==> src/rtl/led_pkg.sv <==
// Shared definitions for the LED frame sequencer: state encoding and default sizing.
package led_pkg;

    localparam int DEFAULT_NUM_LEDS     = 150;
    localparam int DEFAULT_LATCH_CYCLES = 600;

    typedef enum logic [2:0] {
        IDLE       = 3'd0,
        FETCH      = 3'd1,
        WAIT_PIXEL = 3'd2,
        ENCODE     = 3'd3,
        ADVANCE    = 3'd4,
        LATCH      = 3'd5
    } seq_state_t;

endpackage

==> src/rtl/rising_edge_detect.sv <==
// Single-cycle rising-edge detector; stays quiet for the first cycle after reset
// so a level that is already high at release never looks like an edge.
module rising_edge_detect (
    input  logic clk,
    input  logic reset_n,
    input  logic level,
    output logic rise
);

    logic prev_level;
    logic armed;

    always_ff @(posedge clk) begin
        if (!reset_n) begin
            prev_level <= 1'b0;
            armed      <= 1'b0;
        end else begin
            prev_level <= level;
            armed      <= 1'b1;
        end
    end

    assign rise = armed & level & ~prev_level;

endmodule

==> src/rtl/led_frame_sequencer.sv <==
// Walks a strip frame from the last LED down to LED 0, handshaking pixel fetch
// and serial encode for each LED, then holds the strip latch gap.
module led_frame_sequencer
    import led_pkg::*;
#(
    parameter int NUM_LEDS     = DEFAULT_NUM_LEDS,
    parameter int LATCH_CYCLES = DEFAULT_LATCH_CYCLES
) (
    input  logic       clock_12mhz,
    input  logic       reset_n,
    input  logic       framerate,
    output logic       pixel_read,
    input  logic       pixel_valid,
    output logic       encoder_start,
    input  logic       encoder_finished,
    output logic [7:0] led_index,
    output logic       busy,
    output logic       frame_done,
    output logic       overrun
);

    localparam int                CNT_W      = $clog2(LATCH_CYCLES + 1);
    localparam logic [7:0]        LAST_INDEX = 8'(NUM_LEDS - 1);
    localparam logic [CNT_W-1:0]  LATCH_LAST = CNT_W'(LATCH_CYCLES - 1);

    seq_state_t       state;
    seq_state_t       next_state;
    logic [CNT_W-1:0] latch_cnt;
    logic             start_pending;
    logic             tick;
    logic             latch_done;

    rising_edge_detect u_frame_tick (
        .clk     (clock_12mhz),
        .reset_n (reset_n),
        .level   (framerate),
        .rise    (tick)
    );

    assign latch_done = (state == LATCH) && (latch_cnt == LATCH_LAST);

    always_ff @(posedge clock_12mhz) begin
        if (!reset_n) begin
            state <= IDLE;
        end else begin
            state <= next_state;
        end
    end

    // start_pending marks the first ENCODE cycle, i.e. the cycle after pixel_valid was accepted
    always_ff @(posedge clock_12mhz) begin
        if (!reset_n) begin
            led_index     <= 8'd0;
            latch_cnt     <= '0;
            start_pending <= 1'b0;
        end else begin
            start_pending <= (state == WAIT_PIXEL) && pixel_valid;
            case (state)
                IDLE: begin
                    if (tick) begin
                        led_index <= LAST_INDEX;
                    end
                end
                ADVANCE: begin
                    if (led_index == 8'd0) begin
                        latch_cnt <= '0;
                    end else begin
                        led_index <= led_index - 8'd1;
                    end
                end
                LATCH: begin
                    latch_cnt <= latch_cnt + 1'b1;
                end
                default: begin
                end
            endcase
        end
    end

    always_comb begin
        next_state = state;
        unique case (state)
            IDLE:       if (tick) next_state = FETCH;
            FETCH:      next_state = WAIT_PIXEL;
            WAIT_PIXEL: if (pixel_valid) next_state = ENCODE;
            ENCODE:     if (encoder_finished) next_state = ADVANCE;
            ADVANCE:    next_state = (led_index == 8'd0) ? LATCH : FETCH;
            LATCH:      if (latch_done) next_state = IDLE;
            default:    next_state = IDLE;
        endcase
    end

    // Outputs are forced low during the reset cycle itself, not just after it
    always_comb begin
        pixel_read    = 1'b0;
        encoder_start = 1'b0;
        frame_done    = 1'b0;
        overrun       = 1'b0;
        busy          = 1'b0;
        if (reset_n) begin
            busy          = (state != IDLE);
            pixel_read    = (state == FETCH);
            encoder_start = (state == ENCODE) && start_pending;
            frame_done    = latch_done;
            overrun       = tick && (state != IDLE);
        end
    end

endmodule

==> config.mk <==
export PLATFORM = sky130hd
export DESIGN_NAME = led_frame_sequencer
export DESIGN_NICKNAME = d
export VERILOG_FILES = /design/src/rtl/led_pkg.sv /design/src/rtl/rising_edge_detect.sv /design/src/rtl/led_frame_sequencer.sv
export SDC_FILE = /design/constraint.sdc
export NUM_CORES = 1
export LEC_CHECK = 0
export CORE_UTILIZATION = 35
export CTS_CLUSTER_DIAMETER = 120
export DETAILED_ROUTE_END_ITERATION = 8
export DONT_BUFFER_PORTS = 1
export PLACE_DENSITY = 0.54
export SYNTH_ARGS = -nofsm -noshare
export SYNTH_HDL_FRONTEND = slang
export SYNTH_SLANG_ARGS = --single-unit
==> constraint.sdc <==
create_clock -name clock_12mhz -period 1.8 [get_ports clock_12mhz]
set_input_delay 0.54 -clock clock_12mhz [delete_from_list [all_inputs] [get_ports clock_12mhz]]
set_output_delay 0.54 -clock clock_12mhz [all_outputs]
set_load 0.02 [all_outputs]
==> metrics.md, run 1 <==
| Metric | Value |
|---|---|
| Outcome | `finished, violations left` |
| Failing checks | `negative setup slack` |
| Floorplan row count | `21` |
| Top_reg_cell synth | `dfxtp_1` |
| CP Max Fanout | `2` |
| Clk sinks | `24` |
| Die width | `63.2 um` |
| XOR/XNOR Fraction of Synth Area | `0%` |
| Detailed placement HPWL | `2.63 mm` |
| Clk root buf | `clkbuf_8` |
| Total number of yosys warnings | `0` |
| Share of post-route cells with drive strength above 1 | `33.5%` |
| Clock Skews | `7.27 ps` |
| #FFs+latches synth | `24` |
| Initial antenna violation count | `0` |
| GPL Wtd Cong | `0.817` |
| Fillers | `343` |
| Initial DRT Pass Iterations | `4` |
| Max-slew violations | `0` |
| Setup crit start kind | `flip-flop` |
| Most common cell after layout, fill and taps aside | `buf_4` |
| FF-to-FF path depth | `4` |
| Max Root-Sink Buffers | `2` |
| Worst relative slew slack | `73.0%` |
| Hold buffers post-CTS | `0` |
| Syn Area/Cell | `8.05 um^2` |
| FF+latch area | `494 um^2` |
| CTS buffer count | `3` |
| Worst EP arrival | `1370 ps` |
| Die Span Y | `63.2 um` |
| Wire per inst | `15.3 um` |
| Final Critical Period | `1910 ps` |
| Initial Utilization | `37.8%` |
| Fin util | `52.1%` |
| CP peak stage delay | `360 ps` |
| EDFF count, synth | `0` |
| Total core area | `3470 um^2` |
| Worst path cell trace | `ha_4 > nor4bb_4 > nand4_1 > nor2_4` |
| Final Power | `1210 uW` |
| PnR worst setup slack | `-106 ps` |
| First-pass GRT wire length | `6.42 mm` |
| Layout net count | `206` |
| Die area | `4000 um^2` |
| Initial DRC count | `59` |
| Syn Nets | `171` |
| Post-synthesis mux area share | `1.62%` |
| MaxCap Viol Count | `0` |
| Slowest-stage cell, CP | `dfxtp_2` |
| Worst EP required | `1260 ps` |
| Commonest non-fill, non-tap cells in the layout | `buf_4, dfxtp_1, a21oi_1` |
| Crit Path Class | `flip-flop to primary output` |
| Crit path capture type | `primary output` |
| Final Hold Fails | `0` |
| DR vias/cell | `5.65` |
| Dpl ws | `-75.7 ps` |
| Fin area | `1810 um^2` |
| Total GRT Usage | `19.9%` |
| CTS tree | `built` |
| Hold Path Stages | `0` |
| Leakage power | `0.000683 uW` |
| # diodes | `0` |
| Register area share after synthesis | `36.6%` |
| P per Cell Area | `668 nW/um^2` |
| H-tree Lvls | `1` |
| Area after DPL | `1580 um^2` |
| Async set-reset flop share out of synthesis | `0%` |
| Total gr overflow | `0` |
| IO Pins | `18` |
| Antenna-violating nets left | `0` |
| Adder-cell share of the synthesized area | `2.86%` |
| Maximum clock frequency | `525 MHz` |
| Clock slew seen by the registers of the worst setup and hold paths | `90 ps` |
| Pin count of the biggest net entering global routing | `14` |
| Clk Latency, worst-skew pair | `270 ps` |
| Largest family of logic cells by synthesized area | `simple AND/OR/NAND/NOR gates` |
| Port buffer count | `0` |
| Worst slew pin tran | `395 ps` |
| VDD IR-drop max | `0.314 mV` |
| Via count | `1,372` |
| Simple-gate area share of the yosys netlist | `31.6%` |
| DRC | `0` |
| Cell Area, Synth | `1310 um^2` |
| Area of the multi-input gates | `875 um^2` |
| Area Growth Syn to Fin | `37.6%` |
| Unrepaired setup endpoints after global routing | `true` |
| Mapped Cells | `163` |
| Final Cycle Share | `106%` |
| Distinct cells, synth | `41` |
| Compound-Gate Fraction of Synth Area | `21.5%` |
| Final setup viols | `1` |
| Vias in the first global route | `1,443` |
| Hold Crit Class | `primary input to flip-flop` |
| DRT Wirelength | `3.72 mm` |
[routing by layer]
| layer | global-route usage (%) | wire [um] |
|---|---|---|
| met2 | 35.8 | 1900 |
| met5 | 0 | 0 |
| met4 | 9.09 | 100 |
| met3 | 3.44 | 144 |
| met1 | 22.7 | 1570 |
[path summary, 6_finish.rpt]
kind | startpoint | to | slack [ps]
min reg2reg | latch_cnt[9]$_SDFFE_PN0P_ | latch_cnt[9]$_SDFFE_PN0P_ | 520
min | reset_n | u_frame_tick.armed$_DFF_P_ | 290
max reg2reg | led_index[5]$_SDFFE_PN0P_ | led_index[3]$_SDFFE_PN0P_ | 20
max | latch_cnt[1]$_SDFFE_PN0P_ | frame_done | -110
[layout make-up]
cell class,instances,area share [%]
multi-input cells,121,48.4
well taps,46,3.19
flip-flops and latches,24,27.4
inverters,9,1.87
clock buffers,4,2.49
repair buffers,39,16.6
[cells by family after synthesis]
family,after synthesis
AND/OR/NAND/NOR,72
buffers and inverters,18
flip-flops,24
AO/OA/AOI/OAI,44
adder cells (fa/ha/maj),3
multiplexers,2
[critical path: cells and delay by family (launching register included)]
| family | cells | cell delay (ps) |
|---|---|---|
| adder cells (fa/ha/maj) | 1 | 140 |
| flip-flops | 1 | 360 |
| AND/OR/NAND/NOR | 3 | 600 |
[power by group]
group          switching (uW)  total, uW  leakage, uW  internal [uW]
clock                     180        338    0.0000228            158
sequential               15.6        568     0.000199            552
combinational             177        300     0.000461            123
total                     372       1210     0.000683            833
[what timing repair did]
action                                 CTS  global route
resized for setup                       19             8
setup buffers                            1             7
endpoints found under the hold margin    0             0
cloned                                   0             0
setup endpoints to repair               15             8
pin swaps                                6             9
[registers in the layout (all words and copies together), names as in the netlist]
name,cells
led_index,8
latch_cnt,10
u_frame_tick.armed,1
u_frame_tick.prev_level,1
start_pending,1
state,3
[cell usage after synthesis (all sizes together) (4+ instances only)]
| library cell | instances | area [um^2] |
|---|---|---|
| nor3 | 8 | 40.0 |
| o21ai | 5 | 25.0 |
| nand2 | 9 | 33.8 |
| inv | 9 | 33.8 |
| dfxtp | 24 | 480 |
| clkbuf | 7 | 26.3 |
| a21oi | 17 | 85.1 |
| nand2b | 5 | 31.3 |
| nand3b | 5 | 37.5 |
| nand4 | 5 | 31.3 |
| nand3 | 7 | 35.0 |
| a31oi | 4 | 25.0 |
| or3 | 5 | 31.3 |
| nor2 | 11 | 41.3 |
[metrics by stage]
step           hold slack [ps]  std cells  setup TNS, ps
6_report                   293        243           -106
5_1_grt                    283        243           -309
4_1_cts                    289        236          -88.5
3_5_place_dp               503        231           -330
3_3_place_gp               485        231          -67.7
2_1_floorplan              460        163           -302
(Power assumes the default switching activity.)
==> run 2, diff against run 1 <==
- CTS_BUF_LIST: default -> sky130_fd_sc_hd__clkbuf_8
==> run 2 against run 1 <==
Effect of this change:
- the run still ends with negative setup slack left
- hold slack better by 2.0 ps
- clock power is 2% lower
- critical path depth unchanged
- via count is 0.44% higher
==> metrics.md, run 2 (synthesis results as in run 1) <==
| Metric | Value |
|---|---|
| Final cell count without fillers | `242 (-0.41%)` |
| Cell total after placement | `231 (unchanged)` |
| Maximum clock frequency | `525 MHz (about the same)` |
| Antenna-violating nets left | `0 (unchanged)` |
| Total gr overflow | `0 (unchanged)` |
| Pin count of the biggest net entering global routing | `14 (unchanged)` |
| Power Internal | `828 uW (-0.58%)` |
| Max-slew violations | `0 (unchanged)` |
| Crit Path Class | `flip-flop to primary output` |
| Hold buffers post-CTS | `0 (unchanged)` |
| Unrepaired setup endpoints after global routing | `true` |
| Floorplan row count | `21 (unchanged)` |
| FF-to-FF path depth | `4 (unchanged)` |
| Setup crit start kind | `flip-flop` |
| Worst slew pin tran | `400 ps (+4.58 ps)` |
| Initial DRT Pass Iterations | `5 (+1)` |
| CP Launch Point | `latch_cnt[1]$_SDFFE_PN0P_` |
| Commonest non-fill, non-tap cells in the layout | `buf_4, dfxtp_1, a21oi_1` |
| Total GRT Usage | `19.6% (-0.30 points)` |
| Setup TNS | `-106 ps (-0.847 ps)` |
| Portion of total power attributed to sequential cells | `47.5% (+0.4 points)` |
| Clock Power Share | `27.6% (-0.5 points)` |
| Initial DRC count | `35 (-41%)` |
| DR vias/cell | `5.69 (+0.85%)` |
| H-tree Lvls | `1 (unchanged)` |
| Setup crit end | `frame_done` |
| Wire per inst | `15.2 um (-0.77%)` |
| GPL Wtd Cong | `0.817 (unchanged)` |
| Share of post-route cells with drive strength above 1 | `33.2% (-0.34 points)` |
| FF+latch area | `492 um^2 (-0.51%)` |
| DRT Wirelength | `3.68 mm (-1.2%)` |
| Slowest-stage cell, CP | `dfxtp_2` |
| Failing checks | `negative setup slack` |
| Clk Latency, worst-skew pair | `270 ps (about the same)` |
| WHS | `295 ps (+1.96 ps)` |
| Worst EP arrival | `1370 ps (about the same)` |
| Vias in the first global route | `1,417 (-1.8%)` |
| R2r setup slk | `20 ps (about the same)` |
| Final Critical Period | `1910 ps (+0.847 ps)` |
| Area of the multi-input gates | `875 um^2 (unchanged)` |
| CP peak stage delay | `360 ps (about the same)` |
| CTS buffer count | `3 (unchanged)` |
| Die area | `4000 um^2 (unchanged)` |
| Outcome | `finished, violations left` |
| Final Cycle Share | `106% (about the same)` |
| Most common cell after layout, fill and taps aside | `buf_4` |
| IO Pins | `18 (unchanged)` |
| Hold Crit Class | `primary input to flip-flop` |
| Worst path cell trace | `ha_4 > nor4bb_4 > nand4_1 > nor2_4` |
| CP Max Fanout | `2 (unchanged)` |
| Clk sinks | `24 (unchanged)` |
| Hold Path Stages | `0 (unchanged)` |
| Top Registers | `latch_cnt x10, led_index x8, state x3` |
| MaxCap Viol Count | `0 (unchanged)` |
| Port buffer count | `0 (unchanged)` |
| P per Cell Area | `669 nW/um^2 (+0.14%)` |
| R2R Path Start | `led_index[5]$_SDFFE_PN0P_` |
| Critical R2R Capture | `led_index[3]$_SDFFE_PN0P_` |
| Final setup viols | `1 (unchanged)` |
| Largest register FFs | `10 (unchanged)` |
| Most flops, register | `latch_cnt` |
| VDD IR-drop max | `0.314 mV (+0.10%)` |
| Gate power share | `25.0% (+0.2 points)` |
| Switching share of power | `30.9% (-0.032 points)` |
| CTS tree | `built` |
| Area Growth Syn to Fin | `36.5%` |
| Total core area | `3470 um^2 (unchanged)` |
| Worst EP required | `1260 ps (about the same)` |
| Via count | `1,378 (+0.44%)` |
| Layout net count | `205 (-0.49%)` |
| Initial Utilization | `37.8% (unchanged)` |
| # diodes | `0 (unchanged)` |
| Worst relative slew slack | `72.6% (-0.31 points)` |
| Leakage power | `0.000681 uW (-0.34%)` |
| PnR worst setup slack | `-106 ps (-0.847 ps)` |
| Fin util | `51.7% (-0.40 points)` |
| Worst hold start | `reset_n` |
| Detailed placement HPWL | `2.63 mm (unchanged)` |
| First-pass GRT wire length | `6.33 mm (-1.4%)` |
| DRC | `0 (unchanged)` |
| Clk root buf | `clkbuf_8` |
| Die Span Y | `63.2 um (unchanged)` |
| Die width | `63.2 um (unchanged)` |
| Clock Skews | `8.64 ps (+1.37 ps)` |
| Sw power | `370 uW (-0.73%)` |
| Max Root-Sink Buffers | `2 (unchanged)` |
| Fillers | `349 (+1.7%)` |
| Final Hold Fails | `0 (unchanged)` |
| Crit path capture type | `primary output` |
| Initial antenna violation count | `0 (unchanged)` |
| Clock slew seen by the registers of the worst setup and hold paths | `90 ps (about the same)` |
[run 2: cell count changes in the layout (fill, tap and decap cells not counted)]
cell,before,now
clkbuf_1,1,0
buf_6,2,1
dfxtp_4,2,1
dfxtp_2,5,6
inv_1,9,10
[run 2: metrics by stage]
step                      setup WS (ps)  area [um^2]  total power, uW
final                              -106         1790             1200
after global routing               -184         1790             1260
after CTS                         -88.9         1710             1200
after detailed placement          -75.7         1580              854
after global placement            -26.4         1580              850
after floorplan                    -139         1340              765
[run 2: power by group through the flow]
stage | sequential [uW] | clock, uW | combinational, uW
floorplan | 601 | 0 | 165
global placement | 580 | 0 | 270
detailed placement | 580 | 0 | 273
CTS | 568 | 342 | 288
global route | 572 | 357 | 328
finish | 569 | 330 | 299
[run 2: layout make-up]
cell class,instances,share of cell area [%]
inverters,9,1.89
flip-flops and latches,24,27.4
well taps,46,3.21
multi-input cells,121,48.8
clock inverters,1,0.209
clock buffers,3,2.30
repair buffers,38,16.1
[run 2: critical path: cells and delay by family, from the launching register on]
family	cells	cell delay (ps)
and+or+nand+nor	3	600
DFF	1	360
adders and majority gates	1	140
[run 2: worst min path at each step]
stage,end,slack (ps)
2_1_floorplan,latch_cnt[1]$_SDFFE_PN0P_,460
3_3_place_gp,latch_cnt[9]$_SDFFE_PN0P_,480
3_5_place_dp,latch_cnt[8]$_SDFFE_PN0P_,500
4_1_cts,u_frame_tick.armed$_DFF_P_,290
5_1_grt,u_frame_tick.armed$_DFF_P_,280
6_report,u_frame_tick.armed$_DFF_P_,290
[run 2: layer usage]
layer	global-route usage [%]	vias up	wire [um]
li1	-	670	-
met1	22.6	654	1560
met2	35.1	43	1880
met3	3.44	11	149
met4	8.52	0	92
met5	0	-	0
[run 2: what timing repair did]
action	4_1_cts	5_1_grt
buffers inserted	1	6
pin swaps	6	9
gates resized for setup	18	7
endpoints found under the setup margin	15	9
endpoints found under the hold margin	0	0
==> run 3, diff against run 2 <==
- CORE_UTILIZATION: 35 -> 52
- GPL_ROUTABILITY_DRIVEN: default -> 1
- PLACE_DENSITY: 0.54 -> 0.73
- clock period: 1.8 -> 1.7 ns (I/O delays scaled with it)
==> run 3 against run 2 <==
Effect of this change:
- the flow still finishes with violations (negative setup slack)
- wire length rose by 23%
- hold slack got worse by 27 ps
- total power rose by 18%
==> metrics.md, run 3 (synthesis results as in run 1) <==
| Metric | Value |
|---|---|
| GPL Wtd Cong | `0.903 (+10%)` |
| Via count | `1,496 (+8.6%)` |
| # diodes | `0 (unchanged)` |
| Dpl ws | `-130 ps (-53.9 ps)` |
| DRT Wirelength | `4.51 mm (+23%)` |
| Worst slew pin tran | `591 ps (+191 ps)` |
| CTS tree | `built` |
| Buf+Inv Stages, Crit Path | `0 (unchanged)` |
| Clock Skews | `6.66 ps (-1.98 ps)` |
| Area Growth Syn to Fin | `46.6%` |
| Vias in the first global route | `1,385 (-2.3%)` |
| Layout net count | `209 (+2.0%)` |
| MaxCap Viol Count | `0 (unchanged)` |
| Worst EP arrival | `1390 ps (+20 ps)` |
| Hold Crit Class | `primary input to flip-flop` |
| Initial DRC count | `84 (+140%)` |
| Initial antenna violation count | `0 (unchanged)` |
| Setup crit start kind | `flip-flop` |
| Fin area | `1920 um^2 (+7.4%)` |
| DR vias/cell | `6.56 (+15%)` |
| Crit path capture type | `primary output` |
| Most flops, register | `latch_cnt` |
| Cell family with most CP delay | `simple AND/OR/NAND/NOR gates` |
| Total gr overflow | `0 (unchanged)` |
| Clk Latency, worst-skew pair | `270 ps (about the same)` |
| Final setup viols | `15 (+14)` |
| Most common cell after layout, fill and taps aside | `buf_4` |
| Detailed placement HPWL | `2.61 mm (-1.1%)` |
| Initial Utilization | `57.1% (+19 points)` |
| Total GRT Usage | `31.2% (+12 points)` |
| Total core area | `2300 um^2 (-34%)` |
| Floorplan row count | `17 (-19%)` |
| Max-slew violations | `0 (unchanged)` |
| Slowest-stage cell, CP | `dfxtp_2` |
| Top Registers | `latch_cnt x10, led_index x8, state x3` |
| Max Root-Sink Buffers | `2 (unchanged)` |
| Share of post-route cells with drive strength above 1 | `42.0% (+8.8 points)` |
| Final Critical Period | `1900 ps` |
| P per Cell Area | `732 nW/um^2 (+9.5%)` |
| Clk root buf | `clkbuf_8` |
| CP Max Fanout | `5 (+3)` |
| Leakage power | `0.000729 uW (+7.1%)` |
| Die area | `2730 um^2 (-32%)` |
| Maximum clock frequency | `527 MHz` |
| Cell total after placement | `214 (-7.4%)` |
| Crit Path Class | `flip-flop to primary output` |
| CTS buffer count | `3 (unchanged)` |
| Fillers | `137 (-61%)` |
| Pin count of the biggest net entering global routing | `14 (unchanged)` |
| Antenna-violating nets left | `0 (unchanged)` |
| Final cell count without fillers | `228 (-5.8%)` |
| Commonest non-fill, non-tap cells in the layout | `buf_4, dfxtp_1, a21oi_1` |
| Initial DRT Pass Iterations | `5 (unchanged)` |
| PnR worst setup slack | `-198 ps (-91.7 ps)` |
| H-tree Lvls | `1 (unchanged)` |
| Wire per inst | `19.8 um (+30%)` |
| First-pass GRT wire length | `6.22 mm (-1.6%)` |
| CP peak stage delay | `400 ps (+40 ps)` |
| VDD IR-drop max | `0.728 mV (+130%)` |
| IO Pins | `18 (unchanged)` |
| Outcome | `finished, violations left` |
| Worst EP required | `1190 ps (-70 ps)` |
| Area after DPL | `1600 um^2 (+0.95%)` |
| Final Hold Fails | `0 (unchanged)` |
| Die width | `52.2 um (-17%)` |
| Unrepaired setup endpoints after global routing | `true` |
| Port buffer count | `0 (unchanged)` |
| Failing checks | `negative setup slack` |
| DRC | `0 (unchanged)` |
| Die Span Y | `52.2 um (-17%)` |
| Clock slew seen by the registers of the worst setup and hold paths | `90 ps (about the same)` |
| Worst path cell trace | `nor4bb_4 > nand4_1 > nor2_4` |
| Final Cycle Share | `112%` |
| Largest register FFs | `10 (unchanged)` |
| Worst relative slew slack | `60.3% (-12 points)` |
| Hold buffers post-CTS | `0 (unchanged)` |
| Clk sinks | `24 (unchanged)` |
run 3: changes by cell type in the layout (fill, tap and decap cells not counted), sizes merged:
cell	before	now
buf	38	42
run 3: per-stage QoR:
stage	total power [uW]	util [%]	setup TNS (ps)	hold WS, ps
2_1_floorplan	816	-	-1230	456
3_3_place_gp	912	69.4	-474	471
3_5_place_dp	925	69.4	-812	505
4_1_cts	1310	77.5	-480	266
5_1_grt	1460	83.8	-1560	251
6_report	1410	83.8	-837	267
run 3: path summary, 6_finish.rpt:
kind | cells past startpoint | slack [ps] | from | to
setup reg to reg | 5 | -140 | led_index[5]$_SDFFE_PN0P_ | led_index[3]$_SDFFE_PN0P_
hold reg to reg | 2 | 540 | latch_cnt[9]$_SDFFE_PN0P_ | latch_cnt[9]$_SDFFE_PN0P_
hold / removal | 0 | 270 | reset_n | u_frame_tick.armed$_DFF_P_
setup / recovery | 3 | -200 | latch_cnt[2]$_SDFFE_PN0P_ | frame_done
run 3: timing repair:
| item | in CTS | in global routing |
|---|---|---|
| setup buffers | 6 | 5 |
| gates resized for setup | 25 | 26 |
| gates cloned | 0 | 0 |
| pin swaps | 21 | 12 |
| endpoints found under the setup margin | 21 | 20 |
run 3: power breakdown:
part | switching (uW) | leakage, uW | total [uW] | internal [uW]
combinational | 261 | 0.000502 | 465 | 204
clock | 184 | 0.0000269 | 345 | 162
sequential | 14.0 | 0.000200 | 599 | 585
run 3: area by class of cell:
cell class	count	area, um^2	share of cell area [%]
multi-input cells	121	958	49.8
flip-flops and latches	24	499	25.9
repair buffers	42	353	18.3
clock buffers	3	41.3	2.15
well taps	28	35.0	1.82
inverters	9	33.8	1.76
clock inverters	1	3.75	0.195
run 3: per-layer routing:
metal / part of all wire, % / wire length [um] / track usage (%) / vias up
met1: 41 / 1830 / 39.4 / 703
li1: - / - / - / 682
met2: 48 / 2160 / 52.8 / 90
met3: 8.1 / 367 / 6.09 / 21
met4: 3.5 / 156 / 11.0 / 0
met5: 0 / 0 / 0 / -
